===== config.mk =====
export PLATFORM = sky130hd
export DESIGN_NAME = jtag_reg_ctrl
export DESIGN_NICKNAME = d
export VERILOG_FILES = /design/src/rtl/jtag_reg_pkg.sv /design/src/rtl/jtag_shift_chain.sv /design/src/rtl/jtag_reg_ctrl.sv
export SDC_FILE = /design/constraint.sdc
export NUM_CORES = 1
export LEC_CHECK = 0
export ABC_AREA = 1
export CORE_MARGIN = 2
export CORE_UTILIZATION = 28
export DETAILED_ROUTE_END_ITERATION = 10
export GPL_ROUTABILITY_DRIVEN = 1
export PLACE_DENSITY_LB_ADDON = 0.12
export SLEW_MARGIN = 40
export SYNTH_ARGS = -nofsm -noshare
export SYNTH_HDL_FRONTEND = slang
export SYNTH_SLANG_ARGS = --single-unit

===== constraint.sdc =====
create_clock -name JTCK -period 4.5 [get_ports JTCK]
set_input_delay 0.9 -clock JTCK [delete_from_list [all_inputs] [get_ports JTCK]]
set_output_delay 0.9 -clock JTCK [all_outputs]
set_load 0.02 [all_outputs]

===== src/rtl/jtag_reg_pkg.sv =====
// jtag_reg_pkg: shared definitions for the JTAG register-access controller.
// Holds the command frame layout, op encodings, status bit indices and
// the controller state encoding, plus small frame field accessors.
package jtag_reg_pkg;

    localparam int unsigned FRAME_W  = 14;
    localparam int unsigned DATA_W   = 8;
    localparam int unsigned ADDR_W   = 4;
    localparam int unsigned OP_W     = 2;

    // Frame layout: {op[13:12], addr[11:8], data[7:0]}
    localparam int unsigned OP_LSB   = 12;
    localparam int unsigned ADDR_LSB = 8;
    localparam int unsigned DATA_LSB = 0;

    // status = {overrun, timeout_err, busy}
    localparam int unsigned ST_BUSY    = 0;
    localparam int unsigned ST_TIMEOUT = 1;
    localparam int unsigned ST_OVERRUN = 2;
    localparam int unsigned ST_W       = 3;

    typedef enum logic [OP_W-1:0] {
        OP_NOP       = 2'b00,
        OP_WRITE     = 2'b01,
        OP_READ      = 2'b10,
        OP_WRITE_INC = 2'b11
    } op_e;

    typedef enum logic [1:0] {
        S_IDLE = 2'b00,
        S_REQ  = 2'b01,
        S_WAIT = 2'b10
    } state_e;

    function automatic op_e frame_op(input logic [FRAME_W-1:0] f);
        return op_e'(f[OP_LSB +: OP_W]);
    endfunction

    function automatic logic [ADDR_W-1:0] frame_addr(input logic [FRAME_W-1:0] f);
        return f[ADDR_LSB +: ADDR_W];
    endfunction

    function automatic logic [DATA_W-1:0] frame_data(input logic [FRAME_W-1:0] f);
        return f[DATA_LSB +: DATA_W];
    endfunction

endpackage


===== src/rtl/jtag_shift_chain.sv =====
// jtag_shift_chain: generic JTAG data-register chain, LSB first.
// Ports:
//   clk_i/rstn_i   JTAG clock, async active-low reset
//   tdi_i          serial in, enters at bit WIDTH-1
//   capture_i      load capture_val_i into the register
//   shift_i        shift one bit (takes priority over capture)
//   capture_val_i  parallel capture value
//   tdo_o          registered serial out (bit0 before the shift)
//   data_o         current register contents
module jtag_shift_chain #(
    parameter int unsigned WIDTH = 8
) (
    input  logic             clk_i,
    input  logic             rstn_i,
    input  logic             tdi_i,
    input  logic             capture_i,
    input  logic             shift_i,
    input  logic [WIDTH-1:0] capture_val_i,
    output logic             tdo_o,
    output logic [WIDTH-1:0] data_o
);

    logic [WIDTH-1:0] sr_q;
    logic             tdo_q;

    always_ff @(posedge clk_i or negedge rstn_i) begin
        if (!rstn_i) begin
            sr_q  <= '0;
            tdo_q <= 1'b0;
        end else if (shift_i) begin
            tdo_q <= sr_q[0];
            sr_q  <= {tdi_i, sr_q[WIDTH-1:1]};
        end else if (capture_i) begin
            sr_q  <= capture_val_i;
        end
    end

    assign tdo_o  = tdo_q;
    assign data_o = sr_q;

endmodule


===== src/rtl/jtag_reg_ctrl.sv =====
// jtag_reg_ctrl: JTAG-driven configuration register access controller.
// Chain 1 (14 bit) carries command frames {op, addr, data}; chain 2 (8 bit)
// returns the last read data. An update on the command chain starts one
// register access on the cfg_* handshake, bounded by TIMEOUT cycles.
// Ports:
//   JTCK, JRSTN            clock, async active-low reset
//   JTDI, JSHIFT, JUPDATE  TAP serial data / shift-DR / update-DR
//   JCE1, JCE2, JRTI1      chain enables, run-test-idle on chain 1
//   JTDO1, JTDO2           serial outputs of chain 1 / chain 2
//   cfg_req/we/addr/wdata  access request towards register slave
//   cfg_ack, cfg_rdata     access completion and read data
//   status                 {overrun, timeout_err, busy}
module jtag_reg_ctrl
    import jtag_reg_pkg::*;
#(
    parameter int unsigned TIMEOUT = 255,
    parameter int unsigned NREG    = 16
) (
    input  logic              JTCK,
    input  logic              JRSTN,
    input  logic              JTDI,
    input  logic              JSHIFT,
    input  logic              JUPDATE,
    input  logic              JCE1,
    input  logic              JCE2,
    input  logic              JRTI1,
    output logic              JTDO1,
    output logic              JTDO2,
    output logic              cfg_req,
    output logic              cfg_we,
    output logic [ADDR_W-1:0] cfg_addr,
    output logic [DATA_W-1:0] cfg_wdata,
    input  logic              cfg_ack,
    input  logic [DATA_W-1:0] cfg_rdata,
    output logic [ST_W-1:0]   status
);

    localparam int unsigned CNT_W = (TIMEOUT > 1) ? $clog2(TIMEOUT) : 1;

    state_e              state_q, state_d;
    op_e                 op_q, op_d;
    logic [ADDR_W-1:0]   addr_q, addr_d;
    logic [DATA_W-1:0]   wdata_q, wdata_d;
    logic [DATA_W-1:0]   rdata_q, rdata_d;
    logic [CNT_W-1:0]    cnt_q, cnt_d;
    logic [ADDR_W-1:0]   inc_addr_q, inc_addr_d;
    logic                inc_valid_q, inc_valid_d;
    logic                overrun_q, overrun_d;
    logic                tout_q, tout_d;
    logic                sel_q;

    logic [FRAME_W-1:0]  ch1_data;
    logic [DATA_W-1:0]   ch2_unused;
    logic [FRAME_W-1:0]  ch1_cap;
    logic [ADDR_W-1:0]   f_addr;
    logic [DATA_W-1:0]   f_data;
    logic [ADDR_W-1:0]   acc_addr;
    op_e                 f_op;
    logic                busy;
    logic                upd_cmd;

    function automatic logic [ADDR_W-1:0] next_addr(input logic [ADDR_W-1:0] a);
        return (a == ADDR_W'(NREG - 1)) ? '0 : a + 1'b1;
    endfunction

    assign busy    = (state_q != S_IDLE);
    assign status  = {overrun_q, tout_q, busy};
    assign ch1_cap = {status[1:0], busy, 3'b000, rdata_q};

    jtag_shift_chain #(.WIDTH(FRAME_W)) u_chain1 (
        .clk_i         (JTCK),
        .rstn_i        (JRSTN),
        .tdi_i         (JTDI),
        .capture_i     (JCE1 & ~JSHIFT),
        .shift_i       (JCE1 & JSHIFT),
        .capture_val_i (ch1_cap),
        .tdo_o         (JTDO1),
        .data_o        (ch1_data)
    );

    jtag_shift_chain #(.WIDTH(DATA_W)) u_chain2 (
        .clk_i         (JTCK),
        .rstn_i        (JRSTN),
        .tdi_i         (JTDI),
        .capture_i     (JCE2 & ~JSHIFT),
        .shift_i       (JCE2 & JSHIFT),
        .capture_val_i (rdata_q),
        .tdo_o         (JTDO2),
        .data_o        (ch2_unused)
    );

    assign f_op   = frame_op(ch1_data);
    assign f_addr = frame_addr(ch1_data);
    assign f_data = frame_data(ch1_data);

    // JUPDATE is shared by both chains; only the command chain acts on it.
    assign upd_cmd = JUPDATE && sel_q && (f_op != OP_NOP);

    // Auto-increment frames reuse the running address once a sequence has begun.
    assign acc_addr = (f_op == OP_WRITE_INC && inc_valid_q) ? inc_addr_q : f_addr;

    always_comb begin
        state_d     = state_q;
        op_d        = op_q;
        addr_d      = addr_q;
        wdata_d     = wdata_q;
        rdata_d     = rdata_q;
        cnt_d       = cnt_q;
        inc_addr_d  = inc_addr_q;
        inc_valid_d = inc_valid_q;
        overrun_d   = overrun_q;
        tout_d      = tout_q;
        case (state_q)
            S_IDLE: begin
                if (JRTI1) begin
                    overrun_d = 1'b0;
                    tout_d    = 1'b0;
                end
                if (upd_cmd) begin
                    state_d = S_REQ;
                    op_d    = f_op;
                    addr_d  = acc_addr;
                    wdata_d = f_data;
                    cnt_d   = '0;
                    if (f_op == OP_WRITE_INC) begin
                        inc_addr_d  = acc_addr;
                        inc_valid_d = 1'b1;
                    end else begin
                        inc_valid_d = 1'b0;
                    end
                end
            end
            S_REQ, S_WAIT: begin
                if (upd_cmd) begin
                    overrun_d = 1'b1;
                end
                if (cfg_ack) begin
                    state_d = S_IDLE;
                    if (op_q == OP_READ) begin
                        rdata_d = cfg_rdata;
                    end
                    if (op_q == OP_WRITE_INC) begin
                        inc_addr_d = next_addr(addr_q);
                    end
                end else if (cnt_q == CNT_W'(TIMEOUT - 1)) begin
                    // Timed out: leave rdata_q and the running address as they are.
                    state_d = S_IDLE;
                    tout_d  = 1'b1;
                end else begin
                    cnt_d   = cnt_q + 1'b1;
                    state_d = S_WAIT;
                end
            end
            default: state_d = S_IDLE;
        endcase
    end

    always_ff @(posedge JTCK or negedge JRSTN) begin
        if (!JRSTN) begin
            state_q     <= S_IDLE;
            op_q        <= OP_NOP;
            addr_q      <= '0;
            wdata_q     <= '0;
            rdata_q     <= '0;
            cnt_q       <= '0;
            inc_addr_q  <= '0;
            inc_valid_q <= 1'b0;
            overrun_q   <= 1'b0;
            tout_q      <= 1'b0;
            sel_q       <= 1'b0;
        end else begin
            state_q     <= state_d;
            op_q        <= op_d;
            addr_q      <= addr_d;
            wdata_q     <= wdata_d;
            rdata_q     <= rdata_d;
            cnt_q       <= cnt_d;
            inc_addr_q  <= inc_addr_d;
            inc_valid_q <= inc_valid_d;
            overrun_q   <= overrun_d;
            tout_q      <= tout_d;
            if (JCE1) begin
                sel_q <= 1'b1;
            end else if (JCE2) begin
                sel_q <= 1'b0;
            end
        end
    end

    // Request is decoded from the state register so reset removes it at once.
    assign cfg_req   = busy;
    assign cfg_we    = (op_q == OP_WRITE) || (op_q == OP_WRITE_INC);
    assign cfg_addr  = addr_q;
    assign cfg_wdata = wdata_q;

endmodule


==> results.rst, run 1 <==
.. list-table::
   :header-rows: 1

   * - Metric
     - Value
   * - Result of the run
     - complete, no violations
   * - Ratio of cells with drive above 1 in the final layout
     - 0.0856
   * - Critical Path Sink Type
     - primary output
   * - Site row count
     - 37
   * - Total of cells resized after clock tree synthesis
     - 0
   * - Std-Cell Core Area
     - 10400 um^2
   * - Insertion delay of the later-clocked pin in the worst-skew pair
     - 0.34 ns
   * - Worst path bufs/invs
     - 3
   * - Worst vdd ir
     - 224 uV
   * - Power density normalized to cell area
     - 600 nW/um^2
   * - Reg2Reg Setup Slack
     - 2.43 ns
   * - Final Critical Period
     - 2.81 ns
   * - Family with the most delay on the worst path
     - buffers and inverters
   * - Post-synthesis average cell area
     - 8.42 um^2
   * - Distinct cell type count of the synthesized netlist
     - 28
   * - Warning count from the yosys run
     - 0
   * - Number of global-route vias before repair
     - 2308
   * - GRT overflow
     - 0
   * - Final clock period utilization by the worst path
     - 0.624
   * - Dominant synthesized flop cell
     - sky130_fd_sc_hd__dfrtp_1
   * - Setup repair after global routing missed its margin
     - false
   * - Routed vias/inst
     - 4.43
   * - Area share of fa/ha/maj cells after synthesis
     - 0.0248
   * - Via count of the routed design
     - 2360
   * - Synthesized cell area
     - 3030 um^2
   * - Number of buffers on the longest clock path
     - 2
   * - Routability Congestion
     - 0.770
   * - Peak clock frequency supported by timing
     - 356 MHz
   * - Highest fanout seen on the critical path
     - 7
   * - Number of maximum-capacitance constraint violations
     - 0
   * - Cell with the largest stage delay on the worst path
     - sky130_fd_sc_hd__clkdlybuf4s50_1
   * - CTS root buffer
     - sky130_fd_sc_hd__clkbuf_8
   * - Average detailed-routed wire length per instance
     - 12.6 um
   * - Number of flip-flops and latches in the synthesized netlist
     - 64
   * - Final critical-path setup slack
     - 1.69 ns
   * - Compound-gate portion of the synthesized area
     - 0.133
   * - WP data arrival
     - 1.91 ns
   * - Number of buffers inserted by port buffering
     - 35
   * - Die height
     - 108 um
   * - Syn_nets
     - 383
   * - CTS H-tree lvls
     - 3
   * - Largest stage delay, worst path
     - 0.67 ns
   * - Critical Path, Cell by Cell
     - inv_1, ha_1, inv_1, clkdlybuf4s50_1
   * - Worst hold path class
     - reg2reg
   * - Placement-stage worst setup slack
     - 1.96 ns
   * - Startpoint type of the worst setup path
     - flop
   * - Skew final
     - 0.0113 ns
   * - Number of clock sinks
     - 64
   * - Total Routing Usage GR
     - 0.127
   * - Clock-pin slew of the registers on the worst-case setup and hold paths
     - 0.07 ns
   * - Cell with the most instances after synthesis
     - sky130_fd_sc_hd__nand2_1
   * - Setup total negative slack
     - 0 ns
   * - Fraction of synthesized area in multiplexers
     - 0
   * - Initial core utilization
     - 0.291
   * - Number of buffers added by the clock tree synthesis step
     - 9
   * - I/O pin total
     - 36
   * - Net count reported at finish
     - 415
   * - Detailed Place HPWL
     - 4730 um
   * - Relative slew slack
     - 0.603
   * - Count of final hold-check violations
     - 0
   * - Maximum number of pins on one net before global-route repair
     - 36
   * - Hold-fix buffers, CTS
     - 0
   * - Cell area after layout
     - 3690 um^2
   * - Async set or reset register ratio after synthesis
     - 1.00
   * - Total inserted antenna cells
     - 0
   * - First-pass GRT wire length
     - 11500 um
   * - Yosys top cell area share
     - 0.528
   * - Number of enable flip-flop cells after synthesis
     - 0
   * - Final instance count without filler cells
     - 533
   * - DRC violations left
     - 0
   * - Full die area
     - 11700 um^2
   * - Commonest cells in the synthesized netlist
     - sky130_fd_sc_hd__nand2_1, sky130_fd_sc_hd__dfrtp_1, sky130_fd_sc_hd__inv_1
   * - Setup violations, final
     - 0
   * - Worst-margin pin slew
     - 0.594 ns
   * - Fraction of the core area covered by cells at the end of the flow
     - 0.354
   * - Sequential fraction of the synthesis area
     - 0.528
   * - Number of placed instances, taps included
     - 516
   * - DRT Pass-1 Iters
     - 4
   * - Cell types occupying the most area after synthesis
     - sky130_fd_sc_hd__dfrtp_1, sky130_fd_sc_hd__nand2_1, sky130_fd_sc_hd__inv_1
   * - Horiz. Die Dim
     - 108 um
   * - Synthesis-to-layout area growth
     - 21.7%
   * - Placed standard-cell area
     - 3470 um^2
   * - Routed wire length
     - 6700 um
   * - Post-Synthesis Cells
     - 360
   * - Post-synthesis share of cell area spent on and, or, nand and nor gates
     - 0.232
   * - Parity-gate share of the synthesized area counting xor and xnor cells
     - 0
   * - Dominant combinational cell family by area after synthesis
     - simple AND/OR/NAND/NOR gates
   * - Antenna violations before repair
     - 0
   * - Post-CTS setup buffer count
     - 0
   * - Max-slew violation count
     - 0
   * - Start-to-end type of the worst setup path
     - reg2out
   * - Most area-hungry cell type in the Yosys netlist
     - sky130_fd_sc_hd__dfrtp_1
   * - Number of DRC markers after the initial detailed-route iteration
     - 73
   * - Leakage power figure
     - 1.72 nW
   * - Final ANT Viol Nets
     - 0
   * - CTS tree
     - built
   * - Worst path most repeated cell
     - sky130_fd_sc_hd__inv_1
   * - Required time of the worst setup path
     - 3.60 ns
[per-stage QoR]
step	power [mW]	hold WS (ns)
final	2.21	0.482
after floorplan	1.46	0.442
after detailed placement	1.74	0.465
after global routing	2.40	0.494
after global placement	1.73	0.465
after CTS	2.25	0.484
[path summary, 6_finish.rpt]
check,endpoint,depth (start not counted),from
hold reg to reg,inc_addr_q[0],2,inc_addr_q[0]
min in group asynchronous,rdata_q[2],1,JRSTN
hold / removal,inc_addr_q[0],2,inc_addr_q[0]
setup / recovery,status[0],4,state_q[0]
max in group asynchronous,u_chain1.data_o[1],2,JRSTN
setup reg to reg,cnt_q[2],7,state_q[1]
[sequential cells by signal, summed over array words and instances (netlist names)]
signal / flops
state_q: 2
rdata_q: 8
u_chain2.data_o: 8
inc_valid_q: 1
u_chain2.tdo_o: 1
tout_q: 1
op_q: 2
sel_q: 1
u_chain1.data_o: 14
inc_addr_q: 4
cnt_q: 8
u_chain1.tdo_o: 1
overrun_q: 1
cfg_wdata: 8
cfg_addr: 4
[report_power, final]
group	internal [mW]	total, mW	switching [mW]	leakage [nW]
logic	0.325	0.831	0.506	0.818
registers	0.756	0.886	0.130	0.819
clock network	0.258	0.496	0.238	0.0851
[layout by cell type (no fill, tap or decap), drive strengths merged, types with 3 or more instances in the layout]
cell type and count:
a21oi 4, clkdlybuf4s50 34, inv 42, dfrtp 64, nand3 20, a31oi 10
nand3b 4, buf 3, o21ai 35, o221ai 10, clkinvlp 4, nand2 119
ha 6, clkbuf 10, nor2 20, o22ai 4
[layer usage]
| metal | share of wire | global-route usage |
|---|---|---|
| met1 | 0.51 | 0.178 |
| met2 | 0.45 | 0.191 |
| met3 | 0.033 | 0.0386 |
| met4 | 0.0043 | 0.0293 |
| met5 | 0 | 0 |
[worst register-to-register path, cell delays in order (launching register included)]
cell and delay [ns]:
sky130_fd_sc_hd__dfrtp_1 0.35, sky130_fd_sc_hd__inv_1 0.08, sky130_fd_sc_hd__ha_1 0.61, sky130_fd_sc_hd__inv_2 0.18, sky130_fd_sc_hd__a21oi_2 0.24, sky130_fd_sc_hd__nand3_2 0.27, sky130_fd_sc_hd__nand2_1 0.16, sky130_fd_sc_hd__o21ai_2 0.06
[layout make-up]
type	instances	area, um^2
Clock buffer	10	128
Clock inverter	6	68.8
Fill cell	1120	6730
Inverter	42	158
Multi-Input combinational cell	238	1180
Sequential cell	64	1600
Tap cell	136	170
Timing Repair Buffer	37	380
[cells by family after synthesis]
logic type                 Yosys count
AOI/OAI and AO/OA                   65
adders and majority gates            6
buffers and inverters               58
DFF                                 64
and+or+nand+nor                    167
Power figures use the tool's default switching activity.
==> inputs of run 2 (changes only) <==
==> constraint.sdc (replaced) <==
create_clock -name JTCK -period 2.7 [get_ports JTCK]
set_input_delay 0.54 -clock JTCK [delete_from_list [all_inputs] [get_ports JTCK]]
set_output_delay 0.54 -clock JTCK [all_outputs]
set_load 0.02 [all_outputs]
==> run 2 against run 1 <==
  * Global-route usage rose by 0.21 points
  * Power rose by 74%
  * Setup slack got worse by 1.4 ns
  * Clock power rose by 99%
  * Worst hold slack got worse by 0.28 ns
  * First-iteration DRC count rose by 4.1%
  * Critical path type unchanged
==> results.rst, run 2 (same netlist as run 1, synthesis figures left out) <==
.. list-table::
   :header-rows: 1

   * - Metric
     - Value
   * - Synthesis-to-layout area growth
     - 22.5%
   * - Maximum number of pins on one net before global-route repair
     - 65
   * - Count of final hold-check violations
     - 0
   * - Highest fanout seen on the critical path
     - 7
   * - Top library cells by usage in the layout, fill and taps aside
     - sky130_fd_sc_hd__nand2_1, sky130_fd_sc_hd__dfrtp_1, sky130_fd_sc_hd__inv_1, sky130_fd_sc_hd__clkdlybuf4s50_1
   * - Clock power frac
     - 0.256
   * - Final Critical Period
     - 2.44 ns
   * - Skew final
     - 0.0170 ns
   * - Worst-margin pin slew
     - 0.582 ns
   * - Number of buffers added by the clock tree synthesis step
     - 9
   * - Most common cell after layout, fill and taps aside
     - sky130_fd_sc_hd__nand2_1
   * - Worst flop-to-flop path startpoint
     - state_q[1]
   * - Average detailed-routed wire length per instance
     - 12.6 um
   * - Area taken by multi-input logic gates
     - 1180 um^2
   * - Via count of the routed design
     - 2364
   * - Part of the power in registers
     - 0.384
   * - Result of the run
     - complete, no violations
   * - WP data arrival
     - 1.90 ns
   * - Launching element of the worst setup path
     - state_q[0]
   * - First-pass GRT wire length
     - 11700 um
   * - Site row count
     - 37
   * - Final clock period utilization by the worst path
     - 0.904
   * - Overall power
     - 3.84 mW
   * - Final instance count without filler cells
     - 531
   * - Cell area after layout
     - 3710 um^2
   * - Net count reported at finish
     - 414
   * - Comb power frac
     - 0.360
   * - CTS root buffer
     - sky130_fd_sc_hd__clkbuf_8
   * - Detailed Place HPWL
     - 4650 um
   * - Critical Path Sink Type
     - primary output
   * - Flip-flop count of the largest register, all copies and words added
     - 14
   * - DRT Pass-1 Iters
     - 4
   * - Number of placed instances, taps included
     - 516
   * - Post-CTS setup buffer count
     - 0
   * - Leakage power figure
     - 1.74 nW
   * - CTS H-tree lvls
     - 3
   * - Max-slew violation count
     - 0
   * - Std-Cell Core Area
     - 10400 um^2
   * - Worst vdd ir
     - 381 uV
   * - Number of DRC markers after the initial detailed-route iteration
     - 76
   * - Clock-pin slew of the registers on the worst-case setup and hold paths
     - 0.07 ns
   * - Worst hold slack
     - 0.205 ns
   * - Hold-fix buffers, CTS
     - 0
   * - Total of fill cells in the finished design
     - 1112
   * - GRT overflow
     - 0
   * - Routed wire length
     - 6690 um
   * - Routability Congestion
     - 0.792
   * - Power density normalized to cell area
     - 1030 nW/um^2
   * - Number of buffers inserted by port buffering
     - 35
   * - Required time of the worst setup path
     - 2.16 ns
   * - Switching power
     - 1.43 mW
   * - CTS tree
     - built
   * - Reg area
     - 1600 um^2
   * - Number of global-route vias before repair
     - 2381
   * - Peak clock frequency supported by timing
     - 410 MHz
   * - Total inserted antenna cells
     - 0
   * - Total of cells resized after clock tree synthesis
     - 0
   * - Setup repair after global routing missed its margin
     - false
   * - Number of buffers on the longest clock path
     - 2
   * - Final ANT Viol Nets
     - 0
   * - I/O pin total
     - 36
   * - Insertion delay of the later-clocked pin in the worst-skew pair
     - 0.34 ns
   * - Ratio of cells with drive above 1 in the final layout
     - 0.0810
   * - Final critical-path setup slack
     - 0.259 ns
   * - Total Routing Usage GR
     - 0.129
   * - Startpoint type of the worst setup path
     - flop
   * - Antenna violations before repair
     - 0
   * - Number of maximum-capacitance constraint violations
     - 0
   * - Pint
     - 2.41 mW
   * - Fraction of the core area covered by cells at the end of the flow
     - 0.356
   * - DRC violations left
     - 0
   * - Start-to-end type of the worst setup path
     - reg2out
   * - Setup total negative slack
     - 0 ns
   * - Routed vias/inst
     - 4.45
   * - Number of clock sinks
     - 64
   * - Initial core utilization
     - 0.291
   * - Horiz. Die Dim
     - 108 um
   * - Placement-stage worst setup slack
     - 0.549 ns
   * - Full die area
     - 11700 um^2
   * - Reg2Reg Setup Slack
     - 0.64 ns
   * - Switching part of the total power
     - 0.372
   * - Worst hold path class
     - in2async
   * - Timing endpoint of the critical path
     - cfg_req
   * - Relative slew slack
     - 0.611
   * - Setup violations, final
     - 0
   * - Die height
     - 108 um
   * - Worst flop-to-flop path endpoint
     - cnt_q[6]
   * - R2R cell count
     - 7
   * - Placed standard-cell area
     - 3480 um^2
run 2: cell type report:
class                      count  area share
clock inverter                 5      0.0286
tap                          136      0.0458
multi-input combinational    238       0.319
timing repair buffer          36      0.0984
inverter                      42      0.0425
clock buffer                  10      0.0344
sequential                    64       0.431
run 2: worst min-delay path by stage:
| stage | depth (start not counted) | slack [ns] | to |
|---|---|---|---|
| final | 2 | 0.21 | cnt_q[3] |
| after global routing | 2 | 0.22 | rdata_q[1] |
| after CTS | 2 | 0.22 | rdata_q[1] |
| after detailed placement | 2 | 0.47 | rdata_q[7] |
| after global placement | 2 | 0.46 | inc_addr_q[3] |
| after floorplan | 0 | 0.24 | cfg_addr[0] |
run 2: layer usage:
layer	routed length, um	GRT usage
met5	0	0
met4	36	0.0348
met3	279	0.0422
met2	2970	0.205
met1	3410	0.168
run 2: power by group through the flow:
| stage | Clock (mW) | Sequential [mW] | Combinational, mW |
|---|---|---|---|
| global placement | 0 | 1.49 | 1.40 |
| floorplan | 0 | 1.53 | 0.902 |
| global route | 1.07 | 1.52 | 1.56 |
| CTS | 1.02 | 1.48 | 1.41 |
| finish | 0.985 | 1.47 | 1.38 |
| detailed placement | 0 | 1.49 | 1.41 |
run 2: critical path, cell delays in order, from the launching register on:
cell,delay (ns)
sky130_fd_sc_hd__dfrtp_1,0.35
sky130_fd_sc_hd__inv_1,0.07
sky130_fd_sc_hd__ha_1,0.22
sky130_fd_sc_hd__inv_1,0.26
sky130_fd_sc_hd__clkdlybuf4s50_1,0.67
